<file path="src/rtl/sync_steer.sv">
// Dual-rail one-of-four steering stage with input synchronizers.
// Define STEER_ERR_EN to add the sticky illegal-input flag output err.
module sync_steer #(
  parameter int SYNC_STAGES = 2
) (
  input  logic       clk,
  input  logic       init_n,
  input  logic [1:0] A,
  output logic       ACOMP,
  input  logic [3:0] selectin,
  output logic       selectinCOMP,
  output logic [1:0] Ss,
  output logic [1:0] Ts,
  output logic [1:0] Us,
  output logic [1:0] Vs,
  input  logic       SCOMP,
  input  logic       TCOMP,
  input  logic       UCOMP,
  input  logic       VCOMP,
  output logic [3:0] selectout,
  input  logic       selectoutCOMP
`ifdef STEER_ERR_EN
  ,
  output logic       err
`endif
);

  typedef enum logic [1:0] {IDLE, FWD, ACK} state_t;

  localparam int W = 11;

  logic [W-1:0] sync_q [SYNC_STAGES];
  logic [W-1:0] raw;
  logic [1:0]   rst_q;
  logic         run;

  logic [1:0] a_s;
  logic [3:0] sel_s;
  logic [3:0] comp_s;
  logic       so_s;

  state_t     state_q, state_d;
  logic [1:0] dat_q, dat_d;
  logic [3:0] sel_q, sel_d;
  logic [7:0] ch_q, ch_d;
  logic [3:0] selout_q, selout_d;
  logic       acomp_q, acomp_d;
  logic       sicomp_q, sicomp_d;

  logic a_ok, sel_one, sel_bad, go_idle, go_fwd, go_ack;

  assign raw = {selectoutCOMP, VCOMP, UCOMP, TCOMP, SCOMP, selectin, A};

  // Release is delayed two edges so no transition races reset removal
  always_ff @(posedge clk or negedge init_n) begin
    if (!init_n) rst_q <= '0;
    else         rst_q <= {rst_q[0], 1'b1};
  end

  assign run = rst_q[1];

  always_ff @(posedge clk or negedge init_n) begin
    if (!init_n) begin
      for (int i = 0; i < SYNC_STAGES; i++) sync_q[i] <= '0;
    end else begin
      sync_q[0] <= raw;
      for (int i = 1; i < SYNC_STAGES; i++) sync_q[i] <= sync_q[i-1];
    end
  end

  assign a_s    = sync_q[SYNC_STAGES-1][1:0];
  assign sel_s  = sync_q[SYNC_STAGES-1][5:2];
  assign comp_s = sync_q[SYNC_STAGES-1][9:6];
  assign so_s   = sync_q[SYNC_STAGES-1][10];

  assign a_ok    = (a_s == 2'b01) || (a_s == 2'b10);
  assign sel_one = (sel_s != 4'b0) && ((sel_s & (sel_s - 4'd1)) == 4'b0);
  assign sel_bad = (sel_s != 4'b0) && !sel_one;

  assign go_fwd  = run && a_ok && sel_one &&
                   ((comp_s & sel_s) == 4'b0) && !so_s;
  assign go_ack  = ((comp_s & sel_q) != 4'b0) && so_s;
  assign go_idle = (a_s == 2'b00) && (sel_s == 4'b0) &&
                   ((comp_s & sel_q) == 4'b0) && !so_s;

  always_comb begin
    state_d  = state_q;
    dat_d    = dat_q;
    sel_d    = sel_q;
    ch_d     = '0;
    selout_d = '0;
    acomp_d  = 1'b0;
    sicomp_d = 1'b0;
    case (state_q)
      IDLE: if (go_fwd) begin
        state_d = FWD;
        dat_d   = a_s;
        sel_d   = sel_s;
      end
      FWD:     if (go_ack)  state_d = ACK;
      ACK:     if (go_idle) state_d = IDLE;
      default: state_d = IDLE;
    endcase
    // Outputs are decoded from the next state so they leave flops directly
    case (state_d)
      FWD: begin
        for (int i = 0; i < 4; i++)
          ch_d[2*i +: 2] = sel_d[i] ? dat_d : 2'b00;
        selout_d = sel_d;
      end
      ACK: begin
        acomp_d  = 1'b1;
        sicomp_d = 1'b1;
      end
      default: ;
    endcase
  end

  always_ff @(posedge clk or negedge init_n) begin
    if (!init_n) begin
      state_q  <= IDLE;
      dat_q    <= '0;
      sel_q    <= '0;
      ch_q     <= '0;
      selout_q <= '0;
      acomp_q  <= 1'b0;
      sicomp_q <= 1'b0;
    end else begin
      state_q  <= state_d;
      dat_q    <= dat_d;
      sel_q    <= sel_d;
      ch_q     <= ch_d;
      selout_q <= selout_d;
      acomp_q  <= acomp_d;
      sicomp_q <= sicomp_d;
    end
  end

  assign Ss           = ch_q[1:0];
  assign Ts           = ch_q[3:2];
  assign Us           = ch_q[5:4];
  assign Vs           = ch_q[7:6];
  assign selectout    = selout_q;
  assign ACOMP        = acomp_q;
  assign selectinCOMP = sicomp_q;

`ifdef STEER_ERR_EN
  logic err_q, err_d;

  assign err_d = err_q ||
                 ((state_q == IDLE) && run && ((a_s == 2'b11) || sel_bad));

  always_ff @(posedge clk or negedge init_n) begin
    if (!init_n) err_q <= 1'b0;
    else         err_q <= err_d;
  end

  assign err = err_q;
`else
  logic unused_bad;
  assign unused_bad = sel_bad;
`endif

endmodule

</file>
<file path="config.mk">
export PLATFORM = sky130hd
export DESIGN_NAME = sync_steer
export DESIGN_NICKNAME = d
export VERILOG_FILES = /design/src/rtl/sync_steer.sv
export SDC_FILE = /design/constraint.sdc
export NUM_CORES = 1
export LEC_CHECK = 0
export CELL_PAD_IN_SITES_DETAIL_PLACEMENT = 0
export CELL_PAD_IN_SITES_GLOBAL_PLACEMENT = 1
export CORE_MARGIN = 8
export CORE_UTILIZATION = 42
export DETAILED_ROUTE_END_ITERATION = 12
export PLACE_DENSITY = 0.75
export SYNTH_ARGS = -nofsm -noshare
export SYNTH_HDL_FRONTEND = slang
export SYNTH_SLANG_ARGS = --single-unit
</file>
<file path="constraint.sdc">
create_clock -name clk -period 2.55 [get_ports clk]
set_input_delay 0.6375 -clock clk [delete_from_list [all_inputs] [get_ports clk]]
set_output_delay 0.6375 -clock clk [all_outputs]
set_load 0.02 [all_outputs]
</file>
## Word-level counts from Yosys, hierarchy flattened

Index checks and enable logic that the tools add are counted.

- Register bits: 45
- Input bits: 13
- Output and inout port bits: 14

- $add $sub $neg: 1
- Eq/ne operators: 6
- Muxes and demuxes: 15
- Bitwise gates (word level): 3
- Reduce and logical (&&, ||, !) cells: 19

Operators by type and width:

| operator | number |
|---|---|
| 2-to-1 mux 2 bit | 9 |
| logical NOT 4 bit | 4 |
| AND 4 bit | 3 |
| 2-to-1 mux 4 bit | 3 |
| logical AND 1 bit | 9 |
| 2-to-1 mux 8 bit | 1 |
| nonzero test 4 bit | 2 |
| equality test 2 x 1 -> 1 bit (second input constant) | 3 |
| equality test 2 bit (second input constant) | 3 |
| one-hot mux 2 bit (3 select lines) | 1 |
| logical NOT 2 bit | 2 |
| subtractor 4 x 1 -> 4 bit (second input constant) | 1 |
| logical NOT 1 bit | 1 |
| logical OR 1 bit | 1 |
| 2-to-1 mux 1 bit | 1 |

## Logic depth before layout (Yosys ltp)

Gate-level depths: netlist of run 1.

- Depth in word-level cells: 11
- Mapped depth: 6
- Gate-level depth less buffers: 5

## Least setup slack after synthesis of run 1

OpenSTA, ideal clock, no wires.

- Kind: register to register
- Start point: register sync_q, in the netlist sel_s[1]
- End point: register dat_q[0]
- Setup time: 125 ps
- Data arrival time: 1714 ps
- Slack: 711 ps
- Stages on the path, launching flop included: 6
- Clock period less this slack: 1839 ps
- Path through: dfrtp_1 buf_2 nor4_1 or4_4 nor3_4 mux2_4

- Longest elaborated chain between the ends: 9

Ends and longest elaborated chain:

| item | RTL line | source |
|---|---|---|
| from (decl) | 32 | `logic [W-1:0] sync_q [SYNC_STAGES];` |
| subtractor 4 x 1 -> 4 bit | 77 | `assign sel_one = (sel_s != 4'b0) && ((sel_s & (sel_s - 4'd1)) == 4'b0);` |
| AND 4 bit | 77 |  |
| logical NOT 4 bit | 77 |  |
| logical AND 1 bit | 77 |  |
| logical AND 1 bit | 80 | `assign go_fwd = run && a_ok && sel_one &&` |
| logical AND 1 bit * | 80 |  |
| logical AND 1 bit * | 81 | `((comp_s & sel_s) == 4'b0) && !so_s;` |
| 2-to-1 mux 2 bit * | 95 | `IDLE: if (go_fwd) begin` |
| 2-to-1 mux 2 bit * | 94 | `case (state_q)` |
| net dat_d[0] | 43 | `logic [1:0] dat_q, dat_d;` |
| to (signal assigned) | 130 | `dat_q <= dat_d;` |
| to (decl) | 43 |  |

Mark *: on every way through the listed nets, which the timed path passes. The rest lies on a longest branch.

## Worst setup path in the final report of run 1

- Start point: register sync_q, in the netlist sel_s[0]
- End point: register dat_q[0]

The elaborated chain is that of the path after synthesis.

==> results of run 1 <==
-- synth_stat cells --
cell and instances:
nand2b_1 2, a211oi_1 1, or2_2 1, nor3b_1 2, or4_4 1, a32o_2 5, buf_2 3, a32o_1 3
o21ai_0 2, nand4_1 1, a22oi_1 2, a21o_1 2, ha_1 1, nor4_1 2, a21boi_0 1, a22o_2 4
and2_1 1, nor3_1 1, dfrtp_1 45, nor2_1 2, buf_4 1, nand2_1 2, inv_1 2, a31oi_1 1
conb_1 1, nor3_4 1, buf_6 1, mux2_4 6
-- report_power, final --
part / leakage, nW / internal, mW / switching, mW
combinational: 0.282 / 0.0524 / 0.0328
clock: 0.0443 / 0.214 / 0.200
sequential: 0.559 / 0.753 / 0.0384
-- layer usage --
metal	GRT usage	wire, um	vias to the layer above
met5	0	0	-
met4	0.0604	68	0
met3	0.0466	172	7
met2	0.117	1030	30
met1	0.111	1110	416
li1	-	-	407
-- worst max-delay path: stages (launching register included) --
cell and delay, ns:
dfrtp_1 0.49, nor4_1 0.11, or4_4 0.44, nor3_4 0.59
mux2_4 0.35
-- cell usage in the layout (no fill, tap or decap), types with 3 or more instances in the layout --
cell type        Yosys  routed
dfrtp_1             45      45
clkdlybuf4s50_1      0      25
mux2_4               6       6
clkbuf_8             0       6
a32o_2               5       5
a22o_2               4       4
a32o_1               3       3
-- per-stage QoR --
stage | hold WS (ns) | power [mW] | instance area (um^2) | worst slack (ns)
after detailed placement | 0.336 | 0.890 | 1860 | 0.469
after CTS | 0.351 | 1.31 | 1950 | 0.456
after global routing | 0.357 | 1.36 | 1950 | 0.303
after global placement | 0.332 | 0.887 | 1860 | 0.494
after floorplan | 0.331 | 0.844 | 1570 | 0.711
final | 0.345 | 1.29 | 1950 | 0.455
-- logic make-up (layout without fill, tap and decap cells) --
logic type / count (synthesis) / count (layout) / share of synthesized area
flops: 45 / 45 / 0.718
compound gates: 21 / 21 / 0.120
simple gates: 16 / 16 / 0.0678
buf+inv: 7 / 37 / 0.0263
mux: 6 / 6 / 0.0575
fa+ha+maj: 1 / 1 / 0.00798
other cells: 1 / 1 / 0.00239
-- final timing paths --
path	startpoint	to	cells past startpoint
min in group asynchronous	init_n	ch_q[6]$_DFF_PN0_	1
worst min-delay path	sync_q[12]$_DFF_PN0_	a_s[1]$_DFF_PN0_	0
max in group asynchronous	init_n	ch_q[0]$_DFF_PN0_	1
worst max-delay path	sel_s[0]$_DFF_PN0_	dat_q[0]$_DFF_PN0_	4
worst min register to register	sync_q[12]$_DFF_PN0_	a_s[1]$_DFF_PN0_	0
worst max register to register	sel_s[0]$_DFF_PN0_	dat_q[0]$_DFF_PN0_	4
-- layout make-up --
type,instances,area (um^2)
fillers,319,1680
flip-flops and latches,45,1130
well taps,48,60.1
clock buffers,7,86.3
inverters,2,7.51
repair buffers,28,270
multi-input cells,45,400
-- state kept, by name (all words and copies together), names as in the netlist, 2 cells and up --
| signal | count |
|---|---|
| a_s | 2 |
| ch_q | 8 |
| sync_q | 11 |
| sel_s | 4 |
| sel_q | 4 |
| state_q | 2 |
| rst_q | 2 |
| comp_s | 4 |
| dat_q | 2 |
| selectout | 4 |
==> impl_metrics.ini, run 1 <==
[outcome]
status = finished, final reports clean

[logic_synthesis]
yosys.area.top_type_share = 0.718
synth_cells = 97
synth_area_leader_cell = dfrtp_1
avgSynthCellArea_um2 = 16.2
synth_warnings = 0
synth-seq-cells = 45
syn-cell-area_um2 = 1570
synth.net_count = 111
yosysUniqueCellTypes = 28
synth_area_leaders = dfrtp_1 (72%), mux2_4 (5.7%), a32o_2 (3.6%), a22o_2 (2.6%), a32o_1 (1.9%)
ys_seq_area_frac = 0.718

[clock_network]
clock_path_buffers = 2
clk_pin_slew_ns = 0.07
postCtsSetupRepairBufs = 0
clock-sinks = 45
root_buffer = clkbuf_8
clk-insertion-delay-late_ns = 0.29
cts_buffers = 5
cts_tree = yes
ctsResizeCount = 0
hold_buffers = 0
htree_levels = 2

[setup_path]
cp.required_ns = 2.72
start_kind = flip-flop
rrSetupSlack_ns = 0.45
worstSetupPathType = flip-flop to flip-flop
arrival_ns = 2.27
endpoint_kind = flip-flop
crit_fanout = 15

[timing]
finalSetupTns_ns = 0
finalCritPeriodShare = 0.822
slew-limit-headroom = 0.390
final-max-slew-violation-count = 0
fmax_ghz = 0.477
hold_viol = 0
min_period_ns = 2.10
rsz0062_at_grt = false
setup_viol = 0
tightest_slew_ns = 0.915
clock_skew_ns = 0.00499

[layout]
fin_nets = 141
syn_to_final_growth_pct = 24.4
fin_util = 0.537
antennaDiodeCount = 0
instances_no_fill = 175
drive_gt1_frac = 0.213

[placed_design]
dp_cells = 168
io_buffers = 26
gp_congestion = 0.874
dp_hpwl_um = 1710

[floorplan]
dieArea_um2 = 5940
die_h_um = 77.1
die_x_um = 77.1
initial_core_util = 0.431
core_area_um2 = 3630
rows = 22
pin_count = 27

[drt]
vias_per_cell = 4.91
drc = 0
drt_wl_total_um = 2390
dr.pass1.iters = 4
drtAntennaViolNets = 0
post_drt_wl_per_cell_um = 13.6
num_vias = 860
drt_iter0_drc = 57

[power_and_ir_drop]
ir_drop_mv = 0.349
powerDensity_nw_per_um2 = 662
p_leak_nw = 0.886

[grt]
antenna_found_initial = 0
grt_max_degree = 46
grt_remaining_overflow = 0
grt_pass1_vias = 880
track_usage = 0.0897
grt_pass1_wl_um = 4190

[hold_path]
hold_class = flip-flop to flip-flop

[run]
drv_cap = 0
Power figures use the tool's default switching activity.
==> inputs of run 2 (changes only) <==
--- a/config.mk
+++ b/config.mk
@@ -8,9 +8,9 @@
 export CELL_PAD_IN_SITES_DETAIL_PLACEMENT = 0
 export CELL_PAD_IN_SITES_GLOBAL_PLACEMENT = 1
 export CORE_MARGIN = 8
-export CORE_UTILIZATION = 42
+export CORE_UTILIZATION = 38
 export DETAILED_ROUTE_END_ITERATION = 12
-export PLACE_DENSITY = 0.75
+export PLACE_DENSITY = 0.72
 export SYNTH_ARGS = -nofsm -noshare
 export SYNTH_HDL_FRONTEND = slang
 export SYNTH_SLANG_ARGS = --single-unit
==> constraint.sdc (replaced) <==
create_clock -name clk -period 1.9 [get_ports clk]
set_input_delay 0.475 -clock clk [delete_from_list [all_inputs] [get_ports clk]]
set_output_delay 0.475 -clock clk [all_outputs]
set_load 0.02 [all_outputs]
==> run 2 against run 1 <==
  * Clock power increased by 36%
  * Fmax is 15% higher
  * Via count up 4.7%
  * Die area up 8.3%
  * First-iteration DRC count is 12% higher
  * Sequential power grew 34%
  * Setup slack worse by 0.37 ns
  * Critical endpoint is now sel_q[1]$_DFF_PN0_
==> impl_metrics.ini, run 2 (same netlist as run 1, synthesis figures left out) <==
[floorplan]
die_x_um = 80.2
rows = 23
dieArea_um2 = 6440
die_h_um = 80.2
pin_count = 27
core_area_um2 = 4000
initial_core_util = 0.392

[clock_network]
ctsResizeCount = 0
cts_buffers = 5
clk-insertion-delay-late_ns = 0.29
clk_pin_slew_ns = 0.07
hold_buffers = 0
clock-sinks = 45
postCtsSetupRepairBufs = 0
cts_tree = yes
htree_levels = 2
root_buffer = clkbuf_8
clock_path_buffers = 2

[layout]
antennaDiodeCount = 0
fin_nets = 145
syn_to_final_growth_pct = 27.3
mostFrequentLayoutCells = dfrtp_1 (45), clkdlybuf4s50_1 (25), mux2_4 (6), clkbuf_8 (6)
biggestRegsByFlops = sync_q: 11 flops, ch_q: 8 flops
instances_no_fill = 181
largest_reg_flops = 11
drive_gt1_frac = 0.237
fin_util = 0.499
regMostFlops = sync_q
final_common_cell = dfrtp_1
final.fill_count = 347
fin_area_um2 = 2000

[grt]
grt_max_degree = 46
grt_remaining_overflow = 0
antenna_found_initial = 0
grt_pass1_wl_um = 4660
grt_pass1_vias = 973
track_usage = 0.0976

[timing]
min_period_ns = 1.82
tightest_slew_ns = 0.585
hold_ws_ns = 0.243
hold_viol = 0
slew-limit-headroom = 0.609
final-max-slew-violation-count = 0
setup_viol = 0
clock_skew_ns = 0.00578
finalSetupTns_ns = 0
rsz0062_at_grt = false
worst_slack_ns = 0.0800
fmax_ghz = 0.549
finalCritPeriodShare = 0.958

[drt]
vias_per_cell = 4.97
drt_iter0_drc = 64
drc = 0
post_drt_wl_per_cell_um = 15.1
drt_wl_total_um = 2740
drtAntennaViolNets = 0
num_vias = 900
dr.pass1.iters = 4

[power_and_ir_drop]
ir_drop_mv = 0.569
finalPower_mw = 1.75
powerDensity_nw_per_um2 = 879
p_leak_nw = 0.907

[placed_design]
place_area_um2 = 1910
place_ws_ns = 0.121
dp_hpwl_um = 2020
gp_congestion = 0.755
io_buffers = 26
dp_cells = 174

[setup_path]
arrival_ns = 2.00
r2r_start = a_s[0]$_DFF_PN0_
worstSetupPathType = flip-flop to flip-flop
cp.required_ns = 2.08
endpoint_kind = flip-flop
start_kind = flip-flop
rr_worst_depth = 6
timing.rr.end = sel_q[1]$_DFF_PN0_
crit_fanout = 19
rrSetupSlack_ns = 0.08

[hold_path]
hold_class = input port to async pin

[run]
drv_cap = 0

[outcome]
status = finished, final reports clean
-- run 2: cell count changes in the layout (fill, tap and decap cells not counted), sizes merged --
cell | before | now
buf | 3 | 7
-- run 2: how the worst max path moves through the flow --
stage / start / end / depth (start not counted)
2_1_floorplan: sel_s[1]$_DFF_PN0_ / dat_q[0]$_DFF_PN0_ / 5
3_3_place_gp: a_s[0]$_DFF_PN0_ / dat_q[1]$_DFF_PN0_ / 6
3_5_place_dp: a_s[0]$_DFF_PN0_ / dat_q[1]$_DFF_PN0_ / 6
4_1_cts: a_s[0]$_DFF_PN0_ / sel_q[1]$_DFF_PN0_ / 6
5_1_grt: a_s[1]$_DFF_PN0_ / sel_q[2]$_DFF_PN0_ / 6
6_report: a_s[0]$_DFF_PN0_ / sel_q[1]$_DFF_PN0_ / 6
-- run 2: power breakdown --
| part | switching (mW) | leakage, nW | internal (mW) |
|---|---|---|---|
| Combinational | 0.0548 | 0.303 | 0.0775 |
| Clock | 0.276 | 0.0443 | 0.288 |
| Sequential | 0.0482 | 0.559 | 1.01 |
-- run 2: cell type report --
class	count	area, um^2	share of cell area
repair buffers	32	313	0.157
well taps	50	62.6	0.0313
inverters	2	7.51	0.00376
multi-input cells	45	400	0.201
flip-flops and latches	45	1130	0.564
clock buffers	7	86.3	0.0433
-- run 2: worst max-delay path, stage by stage (launching register included) --
cell and delay (ns):
dfrtp_1 0.47, inv_1 0.07, ha_1 0.30, nand4_1 0.12, nor3_4 0.25, buf_12 0.18
mux2_4 0.30
-- run 2: layer usage --
metal / vias up / global-route usage / share of wire
met4: 0 / 0.0436 / 0.016
li1: 416 / - / -
met1: 457 / 0.0961 / 0.39
met3: 4 / 0.0513 / 0.070
met5: - / 0 / 0
met2: 23 / 0.167 / 0.52
